[src/rtl/mux3_sched_pkg.sv]
// Shared types, select encodings and round-robin helpers for the mux3 scheduler.
package mux3_sched_pkg;

    typedef enum logic {
        IDLE  = 1'b0,
        GRANT = 1'b1
    } state_t;

    localparam logic [1:0] SEL_U = 2'b00;
    localparam logic [1:0] SEL_V = 2'b01;
    localparam logic [1:0] SEL_W = 2'b10;

    localparam logic [1:0] IDX_U = 2'd0;
    localparam logic [1:0] IDX_V = 2'd1;
    localparam logic [1:0] IDX_W = 2'd2;

    // First set bit of req scanning last+1, last+2, last (mod 3); the previous owner ranks last.
    function automatic logic [1:0] rr_pick(input logic [2:0] req, input logic [1:0] last);
        logic [1:0] win;
        int         i;
        win = last;
        for (int k = 3; k >= 1; k--) begin
            i = (int'(last) + k) % 3;
            if (req[i]) win = 2'(i);
        end
        return win;
    endfunction

    function automatic logic [2:0] idx_onehot(input logic [1:0] idx);
        logic [2:0] oh;
        oh = 3'b000;
        case (idx)
            IDX_U:   oh = 3'b001;
            IDX_V:   oh = 3'b010;
            IDX_W:   oh = 3'b100;
            default: oh = 3'b000;
        endcase
        return oh;
    endfunction

endpackage

[src/rtl/mux3_rr_scheduler_if.sv]
// Requester/data bus between the board logic (master) and the scheduler (slave).
interface mux3_rr_scheduler_if;
    logic [2:0] req;
    logic [1:0] U;
    logic [1:0] V;
    logic [1:0] W;
    logic [2:0] gnt;
    logic [1:0] sel;
    logic [1:0] M;
    logic       busy;

    modport master (output req, U, V, W, input gnt, sel, M, busy);
    modport slave  (input req, U, V, W, output gnt, sel, M, busy);
endinterface

[src/rtl/mux3_2bit.sv]
// Combinational 2-bit 3-to-1 datapath; select 11 yields zero.
module mux3_2bit
    import mux3_sched_pkg::*;
(
    input  logic [1:0] U,
    input  logic [1:0] V,
    input  logic [1:0] W,
    input  logic [1:0] sel,
    output logic [1:0] y
);

    always_comb begin
        y = 2'b00;
        case (sel)
            SEL_U:   y = U;
            SEL_V:   y = V;
            SEL_W:   y = W;
            default: y = 2'b00;
        endcase
    end

endmodule

[src/rtl/mux3_rr_scheduler.sv]
// Round-robin owner of the shared 2-bit 3-to-1 mux for requesters U, V, W.
// Optional dwell-limit preemption is enabled by defining MUX_SCHED_DWELL_EN.
module mux3_rr_scheduler
    import mux3_sched_pkg::*;
#(
    parameter int DWELL = 4
)(
    input  logic                 CLOCK_50,
    input  logic                 reset,
    mux3_rr_scheduler_if.slave   bus
);

    if (DWELL < 1 || DWELL > 255) begin : g_dwell_range
        $error("DWELL must be in 1..255");
    end

    state_t     state;
    logic [2:0] gnt_q;
    logic [1:0] sel_q;
    logic       busy_q;
    logic [1:0] last;
    logic [1:0] mux_y;

    logic       owner_req;
    logic [1:0] win_any;

    // In GRANT, last always names the current owner.
    assign owner_req = |(bus.req & idx_onehot(last));
    assign win_any   = rr_pick(bus.req, last);

`ifdef MUX_SCHED_DWELL_EN
    localparam int             CW  = $clog2(DWELL + 1);
    localparam logic [CW-1:0]  LIM = CW'(DWELL - 1);
    localparam logic [CW-1:0]  SAT = CW'(DWELL);

    logic [CW-1:0] cnt;
    logic [2:0]    others;
    logic [1:0]    win_oth;

    assign others  = bus.req & ~idx_onehot(last);
    assign win_oth = rr_pick(others, last);
`endif

    always_ff @(posedge CLOCK_50) begin
        if (reset) begin
            state  <= IDLE;
            gnt_q  <= 3'b000;
            sel_q  <= SEL_U;
            busy_q <= 1'b0;
            last   <= IDX_W;
`ifdef MUX_SCHED_DWELL_EN
            cnt    <= '0;
`endif
        end else begin
            case (state)
                IDLE: begin
                    if (|bus.req) begin
                        state  <= GRANT;
                        gnt_q  <= idx_onehot(win_any);
                        sel_q  <= win_any;
                        busy_q <= 1'b1;
                        last   <= win_any;
`ifdef MUX_SCHED_DWELL_EN
                        cnt    <= '0;
`endif
                    end
                end
                GRANT: begin
                    if (!owner_req) begin
                        // Release and re-arbitrate on the same edge: no bubble.
                        if (|bus.req) begin
                            gnt_q <= idx_onehot(win_any);
                            sel_q <= win_any;
                            last  <= win_any;
`ifdef MUX_SCHED_DWELL_EN
                            cnt   <= '0;
`endif
                        end else begin
                            state  <= IDLE;
                            gnt_q  <= 3'b000;
                            sel_q  <= SEL_U;
                            busy_q <= 1'b0;
                        end
                    end
`ifdef MUX_SCHED_DWELL_EN
                    // >= so a requester arriving after saturation still preempts next edge.
                    else if (cnt >= LIM && |others) begin
                        gnt_q <= idx_onehot(win_oth);
                        sel_q <= win_oth;
                        last  <= win_oth;
                        cnt   <= '0;
                    end else if (cnt != SAT) begin
                        cnt <= cnt + 1'b1;
                    end
`endif
                end
                default: begin
                    state  <= IDLE;
                    gnt_q  <= 3'b000;
                    sel_q  <= SEL_U;
                    busy_q <= 1'b0;
                end
            endcase
        end
    end

    mux3_2bit u_mux (
        .U   (bus.U),
        .V   (bus.V),
        .W   (bus.W),
        .sel (sel_q),
        .y   (mux_y)
    );

    assign bus.gnt  = gnt_q;
    assign bus.sel  = sel_q;
    assign bus.busy = busy_q;
    assign bus.M    = busy_q ? mux_y : 2'b00;

endmodule

[src/flat_wrapper.sv]
// flat-port wrapper written by rule: the top's interface ports become plain ports
module mux3_rr_scheduler_flat import mux3_sched_pkg::*;
#(
    parameter int DWELL = 4
)
  (CLOCK_50, reset, bus_req, bus_U, bus_V, bus_W, bus_gnt, bus_sel, bus_M, bus_busy);
  mux3_rr_scheduler_if bus_i ();
  input  logic CLOCK_50;
  input  logic reset;
  input wire logic [$bits(bus_i.req)-1:0] bus_req;
  input wire logic [$bits(bus_i.U)-1:0] bus_U;
  input wire logic [$bits(bus_i.V)-1:0] bus_V;
  input wire logic [$bits(bus_i.W)-1:0] bus_W;
  output wire logic [$bits(bus_i.gnt)-1:0] bus_gnt;
  output wire logic [$bits(bus_i.sel)-1:0] bus_sel;
  output wire logic [$bits(bus_i.M)-1:0] bus_M;
  output wire logic [$bits(bus_i.busy)-1:0] bus_busy;
  assign bus_i.req = bus_req;
  assign bus_i.U = bus_U;
  assign bus_i.V = bus_V;
  assign bus_i.W = bus_W;
  assign bus_gnt = bus_i.gnt;
  assign bus_sel = bus_i.sel;
  assign bus_M = bus_i.M;
  assign bus_busy = bus_i.busy;
  mux3_rr_scheduler #(.DWELL(DWELL)) u_core (.CLOCK_50(CLOCK_50), .reset(reset), .bus(bus_i));
endmodule
[config.mk]
export PLATFORM = sky130hd
export DESIGN_NAME = mux3_rr_scheduler_flat
export DESIGN_NICKNAME = d
export VERILOG_FILES = /design/src/rtl/mux3_sched_pkg.sv /design/src/rtl/mux3_rr_scheduler_if.sv /design/src/rtl/mux3_2bit.sv /design/src/rtl/mux3_rr_scheduler.sv /design/src/flat_wrapper.sv
export SDC_FILE = /design/constraint.sdc
export NUM_CORES = 1
export LEC_CHECK = 0
export BUFFER_PORTS_ARGS = -buffer_cell sky130_fd_sc_hd__buf_2
export CAP_MARGIN = 20
export CORE_UTILIZATION = 45
export DETAILED_ROUTE_END_ITERATION = 10
export GPL_TIMING_DRIVEN = 1
export PLACE_DENSITY = 0.73
export SLEW_MARGIN = 25
export SYNTH_ARGS = -nofsm -noshare
export SYNTH_HDL_FRONTEND = slang
export SYNTH_SLANG_ARGS = --single-unit
export TNS_END_PERCENT = 5
[constraint.sdc]
create_clock -name CLOCK_50 -period 2 [get_ports CLOCK_50]
set_input_delay 0.2 -clock CLOCK_50 [delete_from_list [all_inputs] [get_ports CLOCK_50]]
set_output_delay 0.2 -clock CLOCK_50 [all_outputs]
set_load 0.01 [all_outputs]
==> metrics.md, run 1 <==
| Metric | Value |
|---|---|
| Status | `finished clean` |
| # DRC | `0` |
| Io pins | `19` |
| Final worst setup slack | `98.2 ps` |
| Skew final | `approximately 1.3 ps` |
| Peak supply drop | `a little over 0.6 mV` |
| Arr. time, crit path | `2110 ps` |
| Initial DRC count | `26` |
| Worst-margin pin slew | `440 ps` |
| CTS clk-pin slew, worst paths | `60 ps` |
| Power Density | `1100 mW/mm2` |
| Setup CP Type | `reg2reg` |
| Compound-Gate Fraction of Synth Area | `0.275` |
| Post-layout nets | `approximately 130` |
| Most frequent cells in the layout | `buf_2 (18), o21ai_0 (8), nand2_1 (8), dfxtp_1 (8)` |
| Post-synthesis area per instance | `8.24 um2` |
| Setup WS pre-CTS | `22.7 ps` |
| DRT Pass-1 Iters | `6` |
| First-pass GRT wire length | `approximately 2600 um` |
| Max-cap violations | `0` |
| Clock sink total | `9` |
| Core area | `0.00137 mm2` |
| Die height | `41.5 um` |
| Total grt overflow | `0` |
| Hold crit path type | `in2reg` |
| CTS tree | `yes` |
| Die W | `41.5 um` |
| Finish-stage setup viols | `0` |
| Hold Vio Cnt, Final | `0` |
| Vias in the first global route | `601` |
| Tcrit/Tclk final | `0.951` |
| Yosys warns | `0` |
| DP HPWL | `around 1200 um` |
| Worst skew pair latency | `approximately 260 ps` |
| Setup crit start kind | `flip-flop` |
| Post-Synth Adder-Cell Area | `0.0893` |
| Antenna Diode Count | `0` |
| Final worst path period need | `1900 ps` |
| Fillers | `131` |
| Post-CTS Hold Buffers | `0` |
| CTS max path bufs | `2` |
| H-tree depth | `1` |
| Vias | `681` |
| CTS buffer count | `3` |
| Syn_nets | `101` |
| Mux cell area share after synthesis | `0.0732` |
| Final instance area | `roughly 900 um2` |
| Simple-gate share of the synthesized area | `0.261` |
| Post-Place Cells | `between 100 and 150` |
| Largest net degree at the start of global routing | `11` |
| Sequential share of the synthesized area | `0.257` |
| Initial antenna violation count | `0` |
| Per-cell routed wire length | `13.1 um` |
| Xor-xnor portion of the synthesized cell area | `0` |
| Max_slew headroom | `0.707` |
| Root Buffer | `clkbuf_4` |
| Initial Util | `0.513` |
| Non-Filler Instances | `between 100 and 150` |
| Data required time of the worst path | `roughly 2200 ps` |
| Max Freq | `0.526 GHz` |
| Gr usage total | `0.193` |
| Number of synthesized register bits | `9` |
| FP Rows | `13` |
| Layout cells sized above 1 | `0.355` |
| Crit. End Element | `flip-flop` |
| Vias per inst | `roughly 5.4` |
| CP Max Fanout | `4` |
| Total Wirelength | `roughly 1600 um` |
| Dpl cell area | `slightly above 800 um2` |
| Syn Inst Count | `85` |
| Post-synth cell types | `34` |
| Syn-to-layout area delta | `27.0%` |
| Die Area | `between 0.0015 and 0.002 mm2` |
| Main combinational cell family by area after synthesis | `compound AO/OA/AOI/OAI gates` |
| Detail Route Antenna Nets | `0` |
| Leakage | `0.403 nW` |
| GPL Wtd Cong | `approximately 0.89` |
| Slew Limit Fails | `0` |
| Synth Cell Area | `approximately 700 um2` |
| Port-buffer cells | `18` |
| Commonest non-fill, non-tap cell in the layout | `buf_2` |
## layer usage
layer / GRT usage / up-vias / share of wire
met1: 0.231 / 308 / 0.45
met2: 0.325 / 17 / 0.49
li1: - / 354 / -
met4: 0.0774 / 0 / 0.012
met5: 0 / - / 0
met3: 0.0522 / 2 / 0.055
## critical path, stage by stage, from the launching register on
cell and delay, ps:
dfxtp_1 330, inv_1 110, ha_1 240, a222oi_1 450, o21a_2 250, o21ai_1 70
a21oi_1 200, a22oi_1 100, nor2_1 90
## path summary, 6_finish.rpt
path / slack (ps) / cells after the start / from / endpoint
worst max-delay path: 100 / 8 / u_core.last[0]$_SDFFE_PP0P_ / u_core.bus.gnt[2]$_SDFFE_PP0P_
worst min-delay path: 220 / 2 / reset / u_core.bus.sel[0]$_SDFFE_PP0P_
worst max register to register: 100 / 8 / u_core.last[0]$_SDFFE_PP0P_ / u_core.bus.gnt[2]$_SDFFE_PP0P_
worst min register to register: 460 / 2 / u_core.bus.gnt[1]$_SDFFE_PP0P_ / u_core.bus.gnt[1]$_SDFFE_PP0P_
## per-stage QoR
step | hold slack [ps] | setup TNS [ps] | power [mW] | util
finish | 218 | 0 | 0.982 | 0.651
global route | 232 | -8.29 | 1.06 | 0.651
CTS | 211 | 0 | 0.921 | 0.614
detailed placement | 451 | 0 | 0.776 | 0.594
global placement | 444 | 0 | 0.765 | 0.594
floorplan | 465 | 0 | 0.648 | -
## Yosys cell counts
cell type	number	area share
o21ai_1	1	0.0071
nor2_1	6	0.032
a21boi_0	1	0.011
and3_1	1	0.0089
or3_1	1	0.0089
and2_1	4	0.036
a21boi_1	1	0.011
mux2_2	1	0.016
nand3_1	1	0.0071
buf_2	1	0.0071
a22oi_1	2	0.021
dfxtp_1	9	0.26
nand2_1	8	0.043
nand2b_1	3	0.027
o311ai_1	1	0.013
o21ai_0	8	0.057
ha_1	5	0.089
buf_1	1	0.0054
mux2i_1	4	0.057
a21oi_2	3	0.038
o21a_1	1	0.011
nor3b_1	1	0.011
a21bo_2	1	0.014
a22o_1	1	0.013
a21oi_1	4	0.029
a221o_1	1	0.014
nand2b_4	2	0.039
nor2b_1	3	0.027
inv_1	3	0.016
o21a_2	1	0.013
a222oi_1	1	0.014
nand3b_1	2	0.021
buf_6	1	0.016
o21bai_1	1	0.011
## registers in the layout, indices dropped and copies added, names as in the netlist
register         count
u_core.state         1
u_core.bus.busy      1
u_core.bus.sel       2
u_core.bus.gnt       3
u_core.last          2
## final cells by class
type | count | area [um2] | area share
Timing Repair Buffer | 24 | 135 | 0.152
Inverter | 3 | 11.3 | 0.0127
Sequential cell | 9 | 181 | 0.204
Clock buffer | 4 | 26.3 | 0.0295
Tap cell | 15 | 18.8 | 0.0211
Multi-Input combinational cell | 70 | 517 | 0.581
## report_power, final
group	leakage, nW	internal (mW)	switching, mW
Sequential	0.0741	0.224	0.0373
Combinational	0.314	0.293	0.285
Clock	0.0150	0.0770	0.0650
Total	0.403	0.594	0.388
## repair_timing
action                                  CTS  global route
endpoints found under the setup margin    0             7
resized for setup                         0             5
setup buffers                             0             3
## cell families (layout without fill, tap and decap cells)
| family | count (synthesis) | count (layout) |
|---|---|---|
| adder cells (fa/ha/maj) | 5 | 5 |
| buffers and inverters | 6 | 31 |
| AO/OA/AOI/OAI | 28 | 28 |
| AND/OR/NAND/NOR | 32 | 32 |
| flip-flops | 9 | 9 |
| multiplexers | 5 | 5 |
No activity file was read; power rests on OpenSTA's default activity.
==> run 2, diff against run 1 <==
Settings changed: PLACE_DENSITY 0.73 to 0.7, REMOVE_ABC_BUFFERS set to 1.
Clock period 2 ns to 2.1 ns, I/O delays scaled along.
==> run 2 against run 1 <==
Worst setup slack improved by 12 ps. Count of clock-buffer cells in the layout shrank 1. Design area shrank 6.8%. Via count is 0.88% higher. Register-to-register slack about the same. Largest cell class unchanged.
==> metrics.md, run 2 (same netlist as run 1, synthesis figures left out) <==
| Metric | Value |
|---|---|
| Total grt overflow | `0` |
| Final instance area | `830 um2` |
| Antenna Diode Count | `0` |
| Max-cap violations | `0` |
| Multi-input gate area | `492 um2` |
| Fillers | `roughly 140` |
| Crit. End Element | `flip-flop` |
| Detail Route Antenna Nets | `0` |
| Die height | `41.5 um` |
| FP Rows | `13` |
| Status | `finished clean` |
| Total Wirelength | `approximately 1600 um` |
| Core area | `0.00137 mm2` |
| Setup CP Type | `reg2reg` |
| Setup TNS | `0 ps` |
| Overall power | `873 uW` |
| H-tree depth | `1` |
| Initial antenna violation count | `0` |
| DP HPWL | `about 1200 um` |
| Non-Filler Instances | `120` |
| CTS clk-pin slew, worst paths | `70 ps` |
| Syn-to-layout area delta | `18.4%` |
| Worst-margin pin slew | `424 ps` |
| Setup crit start kind | `flip-flop` |
| Root Buffer | `clkbuf_4` |
| GPL Wtd Cong | `about 0.86` |
| Vias | `687` |
| Hold WS | `218 ps` |
| Io pins | `19` |
| Setup bufs post-CTS | `0` |
| Skew final | `5.10 ps` |
| Die Area | `0.00172 mm2` |
| Die W | `41.5 um` |
| Hold crit path type | `in2reg` |
| Worst skew pair latency | `260 ps` |
| CTS buffer count | `3` |
| Gr usage total | `0.202` |
| CTS max path bufs | `2` |
| Max Freq | `between 0.5 and 0.6 GHz` |
| Leakage | `0.383 nW` |
| CTS tree | `yes` |
| Worst setup path start | `u_core.last[0]$_SDFFE_PP0P_` |
| Hold Vio Cnt, Final | `0` |
| Dpl cell area | `797 um2` |
| Port-buffer cells | `18` |
| Initial DRC count | `19` |
| Vias in the first global route | `637` |
| Max_slew headroom | `0.717` |
| Post-layout nets | `between 100 and 150` |
| Tcrit/Tclk final | `0.947` |
| Final worst path period need | `1990 ps` |
| Per-cell routed wire length | `13.2 um` |
| Power Density | `1050 mW/mm2` |
| FF+latch area | `183 um2` |
| Max reg flops | `3` |
| DRT Pass-1 Iters | `4` |
| Arr. time, crit path | `2190 ps` |
| Layout cells sized above 1 | `0.324` |
| Data required time of the worst path | `between 2000 and 2500 ps` |
| R2r startpoint | `u_core.last[0]$_SDFFE_PP0P_` |
| Finish-stage setup viols | `0` |
| CP Max Fanout | `6` |
| Slew Limit Fails | `0` |
| Largest net degree at the start of global routing | `11` |
| Post-Place Cells | `approximately 120` |
| Initial Util | `0.513` |
| Clock sink total | `9` |
| # DRC | `0` |
| Vias per inst | `5.73` |
| Most frequent cells in the layout | `buf_2 (18), o21ai_0 (8), nand2_1 (8)` |
| Peak supply drop | `0.586 mV` |
| First-pass GRT wire length | `2700 um` |
| Commonest non-fill, non-tap cell in the layout | `buf_2` |
| Unrepaired setup endpoints after global routing | `no` |
| Post-CTS Hold Buffers | `0` |
| Min-delay src | `reset` |
[run 2: cell count changes in the layout (fill, tap and decap cells not counted)]
cell      previous run  this run
buf_4                6         1
ha_1                 2         4
ha_4                 2         0
clkbuf_1             1         0
clkinv_2             0         1
dfxtp_1              8         7
dfxtp_2              1         2
[run 2: final timing paths]
| kind | to | slack [ps] | cells past startpoint |
|---|---|---|---|
| max | u_core.last[0]$_SDFFE_PP0P_ | 110 | 7 |
| min | u_core.bus.gnt[1]$_SDFFE_PP0P_ | 220 | 2 |
| max reg2reg | u_core.last[0]$_SDFFE_PP0P_ | 110 | 7 |
| min reg2reg | u_core.bus.gnt[1]$_SDFFE_PP0P_ | 470 | 2 |
[run 2: timing repair]
action,4_1_cts,5_1_grt
endpoints found under the setup margin,0,5
gates resized for setup,0,3
endpoints found under the hold margin,0,0
[run 2: per-layer routing]
layer | share of wire | vias up | track usage
met5 | 0 | - | 0
met3 | 0.042 | 2 | 0.0652
met1 | 0.46 | 325 | 0.256
met4 | 0.015 | 0 | 0.0839
met2 | 0.49 | 17 | 0.313
li1 | - | 343 | -
[run 2: layout make-up]
cell class,count,share of cell area
inverter,3,0.0136
sequential,9,0.220
clock inverter,1,0.00603
clock buffer,3,0.0271
timing repair buffer,19,0.118
tap,15,0.0226
multi-input combinational,70,0.593
[run 2: worst max-delay path, cell delays in order (launching register included)]
cell	delay [ps]
dfxtp_2	380
inv_1	90
ha_1	360
and2_1	190
a221o_1	340
a22o_1	270
nand2b_4	170
a21oi_2	120
[run 2: per-stage QoR]
stage                util  setup WS, ps
floorplan               -           147
global placement    0.583           121
detailed placement  0.583          76.3
CTS                 0.603          41.8
global route        0.607          19.3
finish              0.607           110
[run 2: power breakdown]
group | switching (mW) | internal (mW) | total (mW)
Sequential | 0.0407 | 0.214 | 0.255
Clock | 0.0657 | 0.0704 | 0.136
Combinational | 0.254 | 0.228 | 0.482
Total | 0.361 | 0.512 | 0.873
